`src/rtl/mips_seq_pkg.sv`:
```
// Shared types and helpers for the directed-instruction check sequencer.
package mips_seq_pkg;

    localparam int SEQ_WIDTH = 32;
    localparam logic [SEQ_WIDTH-1:0] NOP_INSTR = 32'h0000_0000;

    typedef enum logic [1:0] {
        ST_IDLE   = 2'd0,
        ST_ISSUE  = 2'd1,
        ST_CHECK  = 2'd2,
        ST_FINISH = 2'd3
    } seq_state_t;

    typedef enum logic {
        CHK_ALU = 1'b0,
        CHK_PC  = 1'b1
    } chk_kind_t;

    // 'expect' is a reserved word, hence 'expected'
    typedef struct packed {
        logic [SEQ_WIDTH-1:0] instr;
        logic [SEQ_WIDTH-1:0] expected;
        logic [SEQ_WIDTH-1:0] mask;
        chk_kind_t            kind;
    } seq_entry_t;

    function automatic logic masked_match(input logic [SEQ_WIDTH-1:0] obs,
                                          input logic [SEQ_WIDTH-1:0] expected,
                                          input logic [SEQ_WIDTH-1:0] mask);
        return ((obs ^ expected) & mask) == {SEQ_WIDTH{1'b0}};
    endfunction

endpackage

```
`src/rtl/mips_seq_table.sv`:
```
// Entry storage: one synchronous write port, one combinational read port, no reset.
module mips_seq_table
    import mips_seq_pkg::*;
#(
    parameter int DEPTH = 16
) (
    input  logic                     clk,
    input  logic                     wr_en,
    input  logic [$clog2(DEPTH)-1:0] wr_idx,
    input  seq_entry_t               wr_data,
    input  logic [$clog2(DEPTH)-1:0] rd_idx,
    output seq_entry_t               rd_data
);

    seq_entry_t mem_r [DEPTH];

    // table write; contents survive reset so a rerun needs no reload
    always_ff @(posedge clk) begin
        if (wr_en) begin
            mem_r[wr_idx] <= wr_data;
        end
    end

    assign rd_data = mem_r[rd_idx];

endmodule

```
`src/rtl/mips_check_seq.sv`:
```
// Self-checking instruction sequencer: issues table entries to the core and
// compares the observed ALU result or PC against each entry's masked expectation.
module mips_check_seq
    import mips_seq_pkg::*;
#(
    parameter int WIDTH        = 32,
    parameter int DEPTH        = 16,
    parameter int SETTLE       = 1,
    parameter int STOP_ON_FAIL = 0
) (
    input  logic                     clk,
    input  logic                     reset,
    input  logic                     load_en,
    input  logic [$clog2(DEPTH)-1:0] load_idx,
    input  logic [WIDTH-1:0]         load_instr,
    input  logic [WIDTH-1:0]         load_expect,
    input  logic [WIDTH-1:0]         load_mask,
    input  logic                     load_kind,
    input  logic                     start,
    input  logic [$clog2(DEPTH):0]   len,
    input  logic [WIDTH-1:0]         obs_alu,
    input  logic [WIDTH-1:0]         obs_pc,
    output logic [WIDTH-1:0]         instr,
    output logic                     instr_valid,
    output logic                     busy,
    output logic                     done,
    output logic                     pass,
    output logic [$clog2(DEPTH):0]   fail_count,
    output logic [$clog2(DEPTH)-1:0] first_fail
);

    localparam int IW = $clog2(DEPTH);
    localparam int LW = IW + 1;
    localparam logic [LW-1:0] DEPTH_L   = LW'(DEPTH);
    localparam logic [LW-1:0] LEN_ONE   = LW'(1);
    localparam logic [IW-1:0] IDX_ONE   = IW'(1);
    localparam logic [3:0]    SETTLE_L  = 4'(SETTLE);
    // with no settle time an entry goes straight to its compare cycle
    localparam seq_state_t    ENTRY_ST  = (SETTLE == 0) ? ST_CHECK : ST_ISSUE;

    seq_state_t    state_r;
    logic [IW-1:0] ptr_r;
    logic [LW-1:0] len_r;
    logic [3:0]    cnt_r;
    seq_entry_t    cur_r;
    logic          instr_valid_r;
    logic          busy_r;
    logic          done_r;
    logic          pass_r;
    logic [LW-1:0] fail_count_r;
    logic [IW-1:0] first_fail_r;

    logic          idle_load_s;
    logic [IW-1:0] rd_idx_s;
    seq_entry_t    tbl_rd_s;
    seq_entry_t    load_entry_s;
    seq_entry_t    fetch_s;
    logic [WIDTH-1:0] obs_s;
    logic          match_s;
    logic          last_s;
    logic [LW-1:0] len_clamp_s;

    mips_seq_table #(.DEPTH(DEPTH)) u_table (
        .clk     (clk),
        .wr_en   (idle_load_s),
        .wr_idx  (load_idx),
        .wr_data (load_entry_s),
        .rd_idx  (rd_idx_s),
        .rd_data (tbl_rd_s)
    );

    // fetch path: index of the entry driven next cycle, with same-cycle load bypass
    always_comb begin
        idle_load_s  = load_en && (state_r == ST_IDLE);
        load_entry_s = '{instr: load_instr, expected: load_expect,
                         mask: load_mask, kind: chk_kind_t'(load_kind)};
        rd_idx_s     = ptr_r;
        if (state_r == ST_IDLE) begin
            rd_idx_s = {IW{1'b0}};
        end else if (state_r == ST_CHECK) begin
            rd_idx_s = ptr_r + IDX_ONE;
        end else begin
            rd_idx_s = ptr_r;
        end
        if (idle_load_s && (load_idx == rd_idx_s)) begin
            fetch_s = load_entry_s;
        end else begin
            fetch_s = tbl_rd_s;
        end
        if (len > DEPTH_L) begin
            len_clamp_s = DEPTH_L;
        end else begin
            len_clamp_s = len;
        end
    end

    // compare path for the entry currently in its CHECK cycle
    always_comb begin
        case (cur_r.kind)
            CHK_ALU: obs_s = obs_alu;
            CHK_PC:  obs_s = obs_pc;
            default: obs_s = obs_alu;
        endcase
        match_s = masked_match(obs_s, cur_r.expected, cur_r.mask);
        last_s  = ({1'b0, ptr_r} == (len_r - LEN_ONE)) || (!match_s && (STOP_ON_FAIL != 0));
    end

    // sequencer FSM with all outputs registered
    always_ff @(posedge clk) begin
        if (!reset) begin
            state_r       <= ST_IDLE;
            ptr_r         <= {IW{1'b0}};
            len_r         <= {LW{1'b0}};
            cnt_r         <= 4'd0;
            cur_r         <= '0;
            instr_valid_r <= 1'b0;
            busy_r        <= 1'b0;
            done_r        <= 1'b0;
            pass_r        <= 1'b0;
            fail_count_r  <= {LW{1'b0}};
            first_fail_r  <= {IW{1'b0}};
        end else begin
            case (state_r)
                ST_IDLE: begin
                    if (start) begin
                        done_r       <= 1'b0;
                        pass_r       <= 1'b0;
                        fail_count_r <= {LW{1'b0}};
                        first_fail_r <= {IW{1'b0}};
                        ptr_r        <= {IW{1'b0}};
                        cnt_r        <= 4'd0;
                        busy_r       <= 1'b1;
                        if (len == {LW{1'b0}}) begin
                            state_r <= ST_FINISH;
                        end else begin
                            len_r         <= len_clamp_s;
                            cur_r         <= fetch_s;
                            instr_valid_r <= 1'b1;
                            state_r       <= ENTRY_ST;
                        end
                    end
                end
                ST_ISSUE: begin
                    if (cnt_r == (SETTLE_L - 4'd1)) begin
                        cnt_r   <= 4'd0;
                        state_r <= ST_CHECK;
                    end else begin
                        cnt_r <= cnt_r + 4'd1;
                    end
                end
                ST_CHECK: begin
                    if (!match_s) begin
                        fail_count_r <= fail_count_r + LEN_ONE;
                        if (fail_count_r == {LW{1'b0}}) begin
                            first_fail_r <= ptr_r;
                        end
                    end
                    if (last_s) begin
                        cur_r         <= '0;
                        instr_valid_r <= 1'b0;
                        state_r       <= ST_FINISH;
                    end else begin
                        ptr_r   <= ptr_r + IDX_ONE;
                        cur_r   <= fetch_s;
                        state_r <= ENTRY_ST;
                    end
                end
                ST_FINISH: begin
                    busy_r  <= 1'b0;
                    done_r  <= 1'b1;
                    pass_r  <= (fail_count_r == {LW{1'b0}});
                    state_r <= ST_IDLE;
                end
                default: begin
                    state_r <= ST_IDLE;
                end
            endcase
        end
    end

    assign instr       = cur_r.instr;
    assign instr_valid = instr_valid_r;
    assign busy        = busy_r;
    assign done        = done_r;
    assign pass        = pass_r;
    assign fail_count  = fail_count_r;
    assign first_fail  = first_fail_r;

endmodule
```
`config.mk`:
```
export PLATFORM = sky130hd
export DESIGN_NAME = mips_check_seq
export DESIGN_NICKNAME = d
export VERILOG_FILES = /design/src/rtl/mips_seq_pkg.sv /design/src/rtl/mips_seq_table.sv /design/src/rtl/mips_check_seq.sv
export SDC_FILE = /design/constraint.sdc
export NUM_CORES = 2
export LEC_CHECK = 0
export ABC_AREA = 1
export CAP_MARGIN = 5
export CORE_ASPECT_RATIO = 0.7
export CORE_MARGIN = 1
export CORE_UTILIZATION = 40
export CTS_BUF_LIST = sky130_fd_sc_hd__clkbuf_16
export CTS_CLUSTER_SIZE = 16
export DETAILED_ROUTE_END_ITERATION = 8
export DONT_BUFFER_PORTS = 1
export PLACE_DENSITY = 0.61
export SYNTH_ARGS = -nofsm -noshare
export SYNTH_HDL_FRONTEND = slang
export SYNTH_SLANG_ARGS = --single-unit
```
`constraint.sdc`:
```
create_clock -name clk -period 9.1 [get_ports clk]
set_input_delay 1.82 -clock clk [delete_from_list [all_inputs] [get_ports clk]]
set_output_delay 1.82 -clock clk [all_outputs]
set_load 0.02 [all_outputs]
```
==> flow_summary.yaml <==
cts:
  htreeDepth: 4
  path_clk_slew_ns: 0.07
  holdBufCountCts: 0
  cts_buffers: 166
  clk_path_buf_depth: 3
  cts_tree: "yes"
  clkLatencyLatePin_ns: 0.81
  cts.repair.resized: 0
  cts_sinks: 1677
  cts-root-buf: "clkbuf_16"
  post-cts-setup-buffers: 0
cells_and_area:
  stdcell_area_mm2: 0.07661
  area_growth_pct: 10.19
  nNetsFinal: 6115
  final_cells: 8398
  final_layout_size_suffix_gt1_frac: 0.09597
timing:
  whs_ns: 0.4663
  fin_skew_ns: 0.02969
  max_freq_mhz: 235.7
  min_period_over_period: 0.4662
  worst_slew_pin_slew_ns: 1.307
  hold_violations: 0
  fin_tns_setup_ns: 0
  relSlewSlack: 0.1286
  period_minus_slack_ns: 4.243
  rsz0062_at_grt: "no"
  final-setup-viol-count: 0
  slew_viol_final: 0
route:
  via_count: 45560
  drc_errors: 0
  wirelength_um: 194500
  vias_per_cell: 5.425
  drtAntennaViolNets: 0
  firstDrtPassIters: 5
  routedWlPerCell_um: 23.17
  drtIter0Drc: 4690
die:
  fp.dieH_um: 350.8
  ios: 219
  die_x_um: 500.3
  start_util: 0.4044
  die_area_mm2: 0.1755
  fp-row-count: 127
  coreArea_mm2: 0.1719
critical_path:
  path_delay_family: "buffers and inverters"
  crit_top_cell: "nand2_1"
  crit_buf_inv: 4
  crit_chain: "inv_2 -> nand2_2 -> inv_2 -> ha_1 -> nor2_4 -> buf_4 -> buf_4 -> nand2_1 -> nand2_1 -> nand2_1 -> nand3_1 -> nand3_1 -> nand3_1 -> nand2_1 -> a21oi_1"
  cp-start-kind: "flip-flop"
  path_class: "reg -> reg"
  crit_path_end_kind: "flip-flop"
  cp_max_fo: 91
  crit_required_ns: 9.81
  cp_slowest_cell: "buf_4"
  slowest_delay_ns: 0.81
  critical_path_arrival_ns: 4.95
pwr:
  ir_worst_vdd_mv: 0.1746
  p_seq_frac: 0.530
  intPower_mw: 12.64
  p_leak_nw: 26.91
  power_switching_mw: 3.735
  clock_power_share: 0.413
  powerDensity_mw_per_mm2: 213.7
  swShare: 0.2281
  p_comb_frac: 0.057
placement:
  portBuffers: 0
  dpl-instance-area_mm2: 0.07129
  place_inst: 8087
  dp_hpwl_um: 91490
  globalplace.congestion: 0.8225
run:
  maxCapViolCount: 0
synth:
  synthCells: 6122
  synthAdderAreaFrac: 0.001440
  synth_warnings: 0
  synth_common_cells: "1717 x nand2_1, 1552 x edfxtp_1, 742 x nand3_1"
  synth_compound_area_frac: 0.05239
  synth_most_common_cell: "nand2_1"
  synth_fp_nets: 6304
  synth_edf_count: 1552
  yosys.cell_types.count: 37
  synth_area_mm2: 0.06953
  synth-xor-area-share: 0.0006299
  synth_area_leader_cell: "edfxtp_1"
  synth_top_family_by_area: "simple AND/OR/NAND/NOR gates"
  synthSimpleGateAreaFrac: 0.2064
  synthMuxAreaShare: 0
  yosysTopAreaCellShare: 0.6703
  yosysSeqAreaShare: 0.7063
  ys_seq_elements: 1677
  syn_avg_cell_area_um2: 11.36
  synth-async-reset-ratio: 0
  yosys_most_used_dff: "edfxtp_1"
  synthTopCellsByArea: "edfxtp_1 67%, nand2_1 9.3%, nand3_1 5.3%, dfxtp_1 3.6%, nor2_1 3.3%"
grt:
  track_usage: 0.2180
  grt_pass1_wl_um: 285800
  grt_max_degree: 186
  antenna_found_initial: 7
  grt_pass1_vias: 43030
  grt_overflow: 0
run_status:
  outcome: "completed"
worst_hold_path:
  hold_path_class: "reg -> reg"
==> per-stage QoR <==
step | power (mW) | utilization | worst slack [ns]
global placement | 9.760 | 0.4147 | 4.496
global route | 16.87 | 0.4456 | 4.421
floorplan | 9.464 | - | 1.832
finish | 16.37 | 0.4456 | 4.857
CTS | 16.48 | 0.4456 | 4.838
detailed placement | 9.772 | 0.4147 | 4.396
==> worst register-to-register path, cell delays in order (launching register included) <==
cell     delay [ns]
dfxtp_1        0.40
inv_2          0.11
nand2_2        0.26
inv_2          0.19
ha_1           0.36
nor2_4         0.51
buf_4          0.49
buf_4          0.82
nand2_1        0.23
nand2_1        0.09
nand2_1        0.05
nand3_1        0.12
nand3_1        0.19
nand3_1        0.18
nand2_1        0.06
a21oi_1        0.11
==> state kept, by name, indices dropped and copies added (netlist names), 2 cells and up <==
signal / count
first_fail: 4
cnt_r: 4
state_r: 2
fail_count: 5
instr: 32
u_table.mem_r: 1552
len_r: 5
ptr_r: 4
cur_r: 65
==> logic make-up after synthesis <==
family,after synthesis
simple gates,3367
compound gates,584
buf+inv,481
flops,1677
xor+xnor,5
fa+ha+maj,8
==> cell usage in the layout, fill, tap and decap left out, drive strengths merged <==
| cell type | count |
|---|---|
| a21oi | 120 |
| o21ai | 189 |
| buf | 57 |
| clkinv | 62 |
| edfxtp | 1552 |
| xnor2 | 1 |
| clkbuf | 172 |
| nand3b | 19 |
| nand2 | 1720 |
| or2 | 267 |
| o211ai | 265 |
| dfxtp | 125 |
| clkinvlp | 3 |
| a221oi | 2 |
| o31a | 1 |
| nand3 | 743 |
| nor2 | 611 |
| nor3 | 5 |
| o21a | 1 |
| a211oi | 5 |
| o22ai | 1 |
| xor2 | 4 |
| nor4 | 1 |
| diode | 1 |
| inv | 126 |
| nand4 | 1 |
| bufinv | 14 |
| ha | 8 |
==> per-layer routing <==
layer	vias to the layer above	GRT usage	wire (µm)
met4	6	0.05908	4387
li1	20990	-	-
met3	275	0.04296	15890
met1	22600	0.2936	82590
met5	-	0	39
met2	1694	0.3593	91640
==> worst paths after layout <==
| check | start | end | slack (ns) | depth (start not counted) |
|---|---|---|---|---|
| worst max-delay path | state_r[0]$_SDFFE_PN0P_ | cur_r[3]$_SDFFE_PN0P_ | 4.86 | 15 |
| worst min-delay path | cnt_r[3]$_SDFFE_PN0P_ | cnt_r[3]$_SDFFE_PN0P_ | 0.47 | 2 |
| worst max register to register | state_r[0]$_SDFFE_PN0P_ | cur_r[3]$_SDFFE_PN0P_ | 4.86 | 15 |
| worst min register to register | cnt_r[3]$_SDFFE_PN0P_ | cnt_r[3]$_SDFFE_PN0P_ | 0.47 | 2 |
==> cell type report <==
class / instances / area [µm²]
inverter: 67 / 284.0
fill: 15720 / 95320
antenna: 1 / 2.502
clock inverter: 138 / 1011
timing repair buffer: 57 / 703.2
clock buffer: 172 / 4304
tap: 2322 / 2905
sequential: 1677 / 49110
multi-input combinational: 3964 / 18290
==> power groups by stage <==
| stage | Sequential (mW) | Combinational, mW | Clock [mW] |
|---|---|---|---|
| CTS | 8.69 | 0.926 | 6.86 |
| global route | 8.69 | 1.03 | 7.15 |
| finish | 8.68 | 0.925 | 6.77 |
| global placement | 8.85 | 0.911 | 0 |
| floorplan | 8.77 | 0.693 | 0 |
| detailed placement | 8.85 | 0.922 | 0 |
(Power assumes the default switching activity.)
